`config.mk`:
```
export PLATFORM = sky130hd
export DESIGN_NAME = pipe_hazard_ctrl
export DESIGN_NICKNAME = d
export VERILOG_FILES = /design/src/rtl/pipe_hazard_ctrl.sv
export SDC_FILE = /design/constraint.sdc
export NUM_CORES = 1
export LEC_CHECK = 0
export CAP_MARGIN = 25
export CORE_MARGIN = 2
export CORE_UTILIZATION = 37
export DETAILED_ROUTE_END_ITERATION = 10
export DONT_BUFFER_PORTS = 1
export SLEW_MARGIN = 10
export SYNTH_ARGS = -nofsm -noshare
export SYNTH_HDL_FRONTEND = slang
export SYNTH_SLANG_ARGS = --single-unit
```
`constraint.sdc`:
```
create_clock -name clk -period 2.47 [get_ports clk]
set_clock_uncertainty 0.1 [all_clocks]
set_input_delay 0.3705 -clock clk [delete_from_list [all_inputs] [get_ports clk]]
set_output_delay 0.3705 -clock clk [all_outputs]
set_load 0.01 [all_outputs]
```
`src/rtl/pipe_hazard_ctrl.sv`:
```
// pipe_hazard_ctrl
// Stall/flush/forwarding controller for a 5-stage (F,D,E,M,W) MIPS pipeline.
// It resolves RAW hazards by forwarding into ID and EX. It inserts bubbles for
// load-use, branch and CP0 hazards, sequences multi-cycle mul/div with a
// programmable tail, and defers exceptions until IF/MEM bus traffic drains.
//
// Ports
//   clk, rst                  core clock, asynchronous active-high reset
//   exc_req                   exception/ERET taken this cycle
//   if_busy, mem_busy         bus/cache transaction outstanding in IF / MEM
//   alu_busy, alu_done        mul/div in progress / result valid
//   branch_d                  ID holds a branch or jump-register
//   rs_d, rt_d, rs_e, rt_e    ID and EX source register tags
//   wreg_e/m/w, regwr_e/m/w   destination tags and write enables
//   mem2reg_m/w               MEM/WB result comes from load data
//   stall[4:0]                {F,D,E,M,W} hold enables
//   flush[3:0]                {D,E,M,W} bubble inserts
//   fwd_*                     00 = regfile, 10 = MEM ALU result, 01 = WB result
//   perf_stall_cnt/_flush_cnt saturating performance counters
//
// Optional feature: define HZD_PERF_CNT_EN to build the performance counters.
// Without it, both counter outputs are tied to zero and no counter flops exist.
//
// state       | meaning
// ST_RUN      | normal flow; hazards are resolved with single-cycle bubbles
// ST_EXC_WAIT | exception pending; the whole pipe is frozen until IF/MEM are idle
// ST_MD_BUSY  | mul/div running in EX; F..M are held and W gets bubbles
// ST_MD_TAIL  | post-mul/div bubbles; tail_cnt counts down the remaining cycles

module pipe_hazard_ctrl #(
    parameter int REG_AW  = 7,
    parameter int MD_TAIL = 2,
    parameter int CNT_W   = 32
) (
    input  logic              clk,
    input  logic              rst,
    input  logic              exc_req,
    input  logic              if_busy,
    input  logic              mem_busy,
    input  logic              alu_busy,
    input  logic              alu_done,
    input  logic              branch_d,
    input  logic [REG_AW-1:0] rs_d,
    input  logic [REG_AW-1:0] rt_d,
    input  logic [REG_AW-1:0] rs_e,
    input  logic [REG_AW-1:0] rt_e,
    input  logic [REG_AW-1:0] wreg_e,
    input  logic [REG_AW-1:0] wreg_m,
    input  logic [REG_AW-1:0] wreg_w,
    input  logic              regwr_e,
    input  logic              regwr_m,
    input  logic              regwr_w,
    input  logic              mem2reg_m,
    input  logic              mem2reg_w,
    output logic [4:0]        stall,
    output logic [3:0]        flush,
    output logic [1:0]        fwd_a_d,
    output logic [1:0]        fwd_b_d,
    output logic [1:0]        fwd_a_e,
    output logic [1:0]        fwd_b_e,
    output logic [CNT_W-1:0]  perf_stall_cnt,
    output logic [CNT_W-1:0]  perf_flush_cnt
);

    typedef enum logic [1:0] {
        ST_RUN      = 2'd0,
        ST_EXC_WAIT = 2'd1,
        ST_MD_BUSY  = 2'd2,
        ST_MD_TAIL  = 2'd3
    } state_t;

    localparam logic [2:0] TAIL_INIT = 3'(MD_TAIL);

    state_t     state, state_nxt;
    logic [2:0] tail_cnt, tail_cnt_nxt;
    logic [4:0] stall_c;
    logic [3:0] flush_c;
    logic [1:0] fwd_a_d_c, fwd_b_d_c, fwd_a_e_c, fwd_b_e_c;

    // Load data is not yet available in MEM, so only the WB copy can feed it.
    function automatic logic [1:0] fwd_sel(input logic [REG_AW-1:0] src);
        logic [1:0] sel;
        sel = 2'b00;
        if (src != '0) begin
            if (regwr_m && (wreg_m == src) && !mem2reg_m)
                sel = 2'b10;
            else if (regwr_w && (wreg_w == src))
                sel = 2'b01;
        end
        return sel;
    endfunction

    function automatic logic is_cp0(input logic [REG_AW-1:0] tag);
        return tag[REG_AW-2] && !tag[REG_AW-1];
    endfunction

    logic load_m;
    logic load_use_e;
    logic load_use_d;
    logic cp0_wr;
    logic branch_alu;

    assign load_m     = regwr_m && mem2reg_m && (wreg_m != '0);
    assign load_use_e = load_m && ((wreg_m == rs_e) || (wreg_m == rt_e));
    assign load_use_d = load_m && branch_d && ((wreg_m == rs_d) || (wreg_m == rt_d));
    assign cp0_wr     = (regwr_e && is_cp0(wreg_e)) || (regwr_m && is_cp0(wreg_m)) ||
                        (regwr_w && is_cp0(wreg_w));
    assign branch_alu = branch_d && regwr_e && (wreg_e != '0) &&
                        ((wreg_e == rs_d) || (wreg_e == rt_d));

    always_ff @(posedge clk or posedge rst) begin
        if (rst) begin
            state    <= ST_RUN;
            tail_cnt <= 3'd0;
        end else begin
            state    <= state_nxt;
            tail_cnt <= tail_cnt_nxt;
        end
    end

    always_comb begin
        state_nxt    = state;
        tail_cnt_nxt = tail_cnt;
        stall_c      = 5'b00000;
        flush_c      = 4'b0000;
        if (exc_req || state == ST_EXC_WAIT) begin
            // An exception aborts any mul/div sequence in flight.
            tail_cnt_nxt = 3'd0;
            if (if_busy || mem_busy) begin
                stall_c   = 5'b11111;
                state_nxt = ST_EXC_WAIT;
            end else begin
                flush_c   = 4'b1111;
                state_nxt = ST_RUN;
            end
        end else if (mem_busy) begin
            stall_c = 5'b11110;
            flush_c = 4'b0001;
        end else if (load_use_e) begin
            stall_c = 5'b11100;
            flush_c = 4'b0010;
        end else if (load_use_d) begin
            stall_c = 5'b11000;
            flush_c = 4'b0010;
        end else if (state == ST_MD_BUSY || (state == ST_RUN && alu_busy && !alu_done)) begin
            stall_c = 5'b11110;
            flush_c = 4'b0001;
            if (state == ST_RUN) begin
                state_nxt = ST_MD_BUSY;
            end else if (alu_done) begin
                state_nxt    = ST_MD_TAIL;
                tail_cnt_nxt = TAIL_INIT;
            end
        end else if (state == ST_MD_TAIL) begin
            stall_c = 5'b11000;
            flush_c = 4'b0100;
            if (tail_cnt <= 3'd1) begin
                state_nxt    = ST_RUN;
                tail_cnt_nxt = 3'd0;
            end else begin
                tail_cnt_nxt = tail_cnt - 3'd1;
            end
        end else begin
            // Single-cycle mul/div completion skips MD_BUSY entirely.
            if (state == ST_RUN && alu_busy && alu_done) begin
                state_nxt    = ST_MD_TAIL;
                tail_cnt_nxt = TAIL_INIT;
            end
            if (cp0_wr || if_busy || branch_alu) begin
                stall_c = 5'b11000;
                flush_c = 4'b0100;
            end
        end
    end

    always_comb begin
        fwd_a_d_c = fwd_sel(rs_d);
        fwd_b_d_c = fwd_sel(rt_d);
        fwd_a_e_c = fwd_sel(rs_e);
        fwd_b_e_c = fwd_sel(rt_e);
    end

    // All pipeline controls are forced quiet while reset is asserted.
    assign stall   = rst ? 5'b00000 : stall_c;
    assign flush   = rst ? 4'b0000  : flush_c;
    assign fwd_a_d = rst ? 2'b00    : fwd_a_d_c;
    assign fwd_b_d = rst ? 2'b00    : fwd_b_d_c;
    assign fwd_a_e = rst ? 2'b00    : fwd_a_e_c;
    assign fwd_b_e = rst ? 2'b00    : fwd_b_e_c;

`ifdef HZD_PERF_CNT_EN
    logic [CNT_W-1:0] stall_cnt_q, flush_cnt_q;

    always_ff @(posedge clk or posedge rst) begin
        if (rst) begin
            stall_cnt_q <= '0;
            flush_cnt_q <= '0;
        end else begin
            if (stall[4] && (stall_cnt_q != '1))
                stall_cnt_q <= stall_cnt_q + 1'b1;
            if ((|flush) && (flush_cnt_q != '1))
                flush_cnt_q <= flush_cnt_q + 1'b1;
        end
    end

    assign perf_stall_cnt = stall_cnt_q;
    assign perf_flush_cnt = flush_cnt_q;
`else
    assign perf_stall_cnt = '0;
    assign perf_flush_cnt = '0;
`endif

endmodule

```
==> run_results.csv <==
group,metric,value,unit
outcome,run_status,"complete, no violations",
detailed_routing,routedWlPerCell,15.6,um
critical_path,critPathMaxFanout,8,
cells_and_area,area_growth,-5.73,%
cells_and_area,layout_common_cells,"64 x conb_1, 36 x xor2_1, 34 x xnor2_1",
min_path,hp-start,"exc_req",
place,portBuffers,0,
sta,fin_crit,2360,ps
die,die_w,80.0,um
yosys,synth_area,2140,um2
pwr,seq_power_share,0.189,
grt,grt_overflow,0,
clock_network,htreeDepth,1,
critical_path,regToRegEndpoint,"state[0]",
critical_path,ff2ff_setup_slack,590,ps
critical_path,cp.arrival,1890,ps
yosys,ys_warn_count,0,
sta,slew_viol_final,0,
sta,rsz0062_at_grt,"no",
sta,setup_violations,0,
clock_network,clkTransAtPathRegs,30,ps
die,row_count,27,
die,core,5540,um2
die,start_util,0.386,
pwr,p_leak,0.796,nW
detailed_routing,ant_nets,0,
yosys,ys.flop_type,"dfrtp_1",
sta,tns,0,ps
min_path,min_to,"tail_cnt[1]",
yosys,synth-adder-area-share,0.00585,
yosys,synth_edf_count,0,
yosys,yosys.area_share.simple,0.244,
detailed_routing,drtIter0Drc,47,
clock_network,cts_num_sinks,5,
detailed_routing,vias,1707,
pwr,power_density,266,nW/um2
critical_path,r2r_cells,7,
clock_network,clock_path_buffers,2,
cells_and_area,nets,344,
clock_network,cts-root-buf,"clkbuf_8",
grt,grt_pass1_wl,8260,um
yosys,synth_top_family_by_area,"XOR/XNOR gates",
critical_path,rr_startpoint,"state[1]",
pwr,vdd_drop_max,0.000120,V
pwr,switchingPower,213,uW
yosys,synth_compound_gate_area_share,0.132,
sta,slew_headroom,0.665,
sta,hold_viol_final,0,
cells_and_area,fillers,605,
grt,grtUsageTotal,0.166,
yosys,syn_avg_cell_area,7.61,um2
yosys,synth_cell_type_count,47,
yosys,seq_area_frac_synth,0.0585,
pwr,clock_power_share,0.278,
min_path,hold_path_depth,1,
cells_and_area,seq_area,125,um2
sta,worst_slack,105,ps
detailed_routing,drt-pass1-iter-count,4,
detailed_routing,via_per_inst,4.85,
min_path,hold_class,"primary input to flip-flop",
pwr,switching_share,0.397,
cells_and_area,final_layout_size_suffix_gt1_frac,0.0857,
detailed_routing,drc,0,
place,gp_congestion,0.858,
cells_and_area,final_common_cell,"conb_1",
sta,fmax,423,MHz
clock_network,clock_latency,220,ps
yosys,syn_inst,281,
critical_path,critPathCaptureType,"output port",
die,die-height,80.0,um
grt,grt_max_degree,11,
grt,grt_antenna_before_repair,0,
critical_path,path_class,"primary input to output port",
clock_network,cts_tree,"built",
critical_path,cp-start-kind,"primary input",
die,die_area,6410,um2
place,dp_slack,217,ps
pwr,p_int,323,uW
place,dp_hpwl,4680,um
detailed_routing,wirelength,5510,um
yosys,synthArstFlopShare,1.00,
grt,first_global_vias,1577,
clock_network,cts_setup_buffers,0,
yosys,synth-seq-cells,5,
yosys,synth-xor-area-share,0.287,
critical_path,crit_required,2000,ps
die,io-pin-count,143,
clock_network,numCtsBuffers,3,
flow_run,drv_cap,0,
sta,finalCritPeriodShare,0.957,
cells_and_area,diodes,0,
sta,tightest_slew,500,ps
cells_and_area,multi_input_area,1680,um2
yosys,synth_mux_area_frac,0,
pwr,p_comb_frac,0.533,
==> kinds of logic (layout without fill, tap and decap cells) <==
| kind of cell | count (synthesis) | count (layout) |
|---|---|---|
| AND/OR/NAND/NOR | 87 | 87 |
| buffers and inverters | 81 | 17 |
| XOR/XNOR | 70 | 70 |
| AO/OA/AOI/OAI | 36 | 36 |
| flip-flops | 5 | 5 |
| adder cells (fa/ha/maj) | 1 | 1 |
| other | 1 | 64 |
==> how the worst max path moves through the flow <==
stage / cells past startpoint / slack, ps / endpoint / from
after detailed placement: 8 / 220 / stall[3] / wreg_m[3]
after CTS: 6 / 90 / fwd_a_d[0] / rst
final: 6 / 110 / fwd_a_d[0] / rst
after global routing: 6 / 20 / fwd_a_d[0] / rst
after global placement: 7 / 260 / stall[1] / wreg_m[3]
after floorplan: 8 / 130 / stall[4] / wreg_m[1]
==> power groups by stage <==
stage / Clock [mW] / Combinational [mW] / Sequential (mW)
finish: 0.149 / 0.286 / 0.101
global route: 0.160 / 0.321 / 0.103
CTS: 0.153 / 0.285 / 0.101
detailed placement: 0 / 0.283 / 0.102
global placement: 0 / 0.280 / 0.102
floorplan: 0 / 0.348 / 0.0997
==> layout make-up <==
type | instances | share of cell area
clock buffers | 4 | 0.0223
repair buffers | 8 | 0.0310
multi-input cells | 258 | 0.831
flip-flops and latches | 5 | 0.0620
inverters | 5 | 0.00931
well taps | 72 | 0.0447
==> layer usage <==
layer  share of wire  up-vias  track usage
met2            0.49      102        0.283
met3            0.12        0       0.0600
met1            0.39      766        0.205
met4               0        0       0.0203
li1                -      839            -
met5               0        -            0
==> per-stage QoR <==
step	power (mW)	hold slack, ps	util	std cells	instance area [um2]
global placement	0.382	163	0.353	347	1960
floorplan	0.448	261	-	344	2380
CTS	0.539	105	0.363	352	2010
global route	0.584	104	0.364	352	2020
detailed placement	0.384	164	0.353	347	1960
finish	0.536	108	0.364	352	2020
==> state kept, by name, indices dropped and copies added, names as in the netlist <==
signal	flops
tail_cnt	3
state	2
==> cells in the mapped netlist (all sizes together) (7+ instances only) <==
cell,n,area share
nor3,13,0.030
nand3,7,0.016
o21ai,7,0.020
buf,73,0.26
nor4,16,0.075
nor2,16,0.028
xor2,36,0.15
nand4,8,0.023
xnor2,34,0.14
nand2,13,0.023
a21oi,9,0.026
==> what timing repair did <==
| item | CTS | global route |
|---|---|---|
| resized for setup | 0 | 1 |
| endpoints found under the setup margin | 0 | 1 |
| hold buffers | 1 | 0 |
| endpoints found under the hold margin | 5 | 0 |
==> critical path, cell delays in order <==
cell and delay, ps:
dlygate4sd3_1 560, inv_1 80, nand2_1 150, nor4_1 350, nand3_1 110, a21oi_1 270
(Power assumes the default switching activity.)
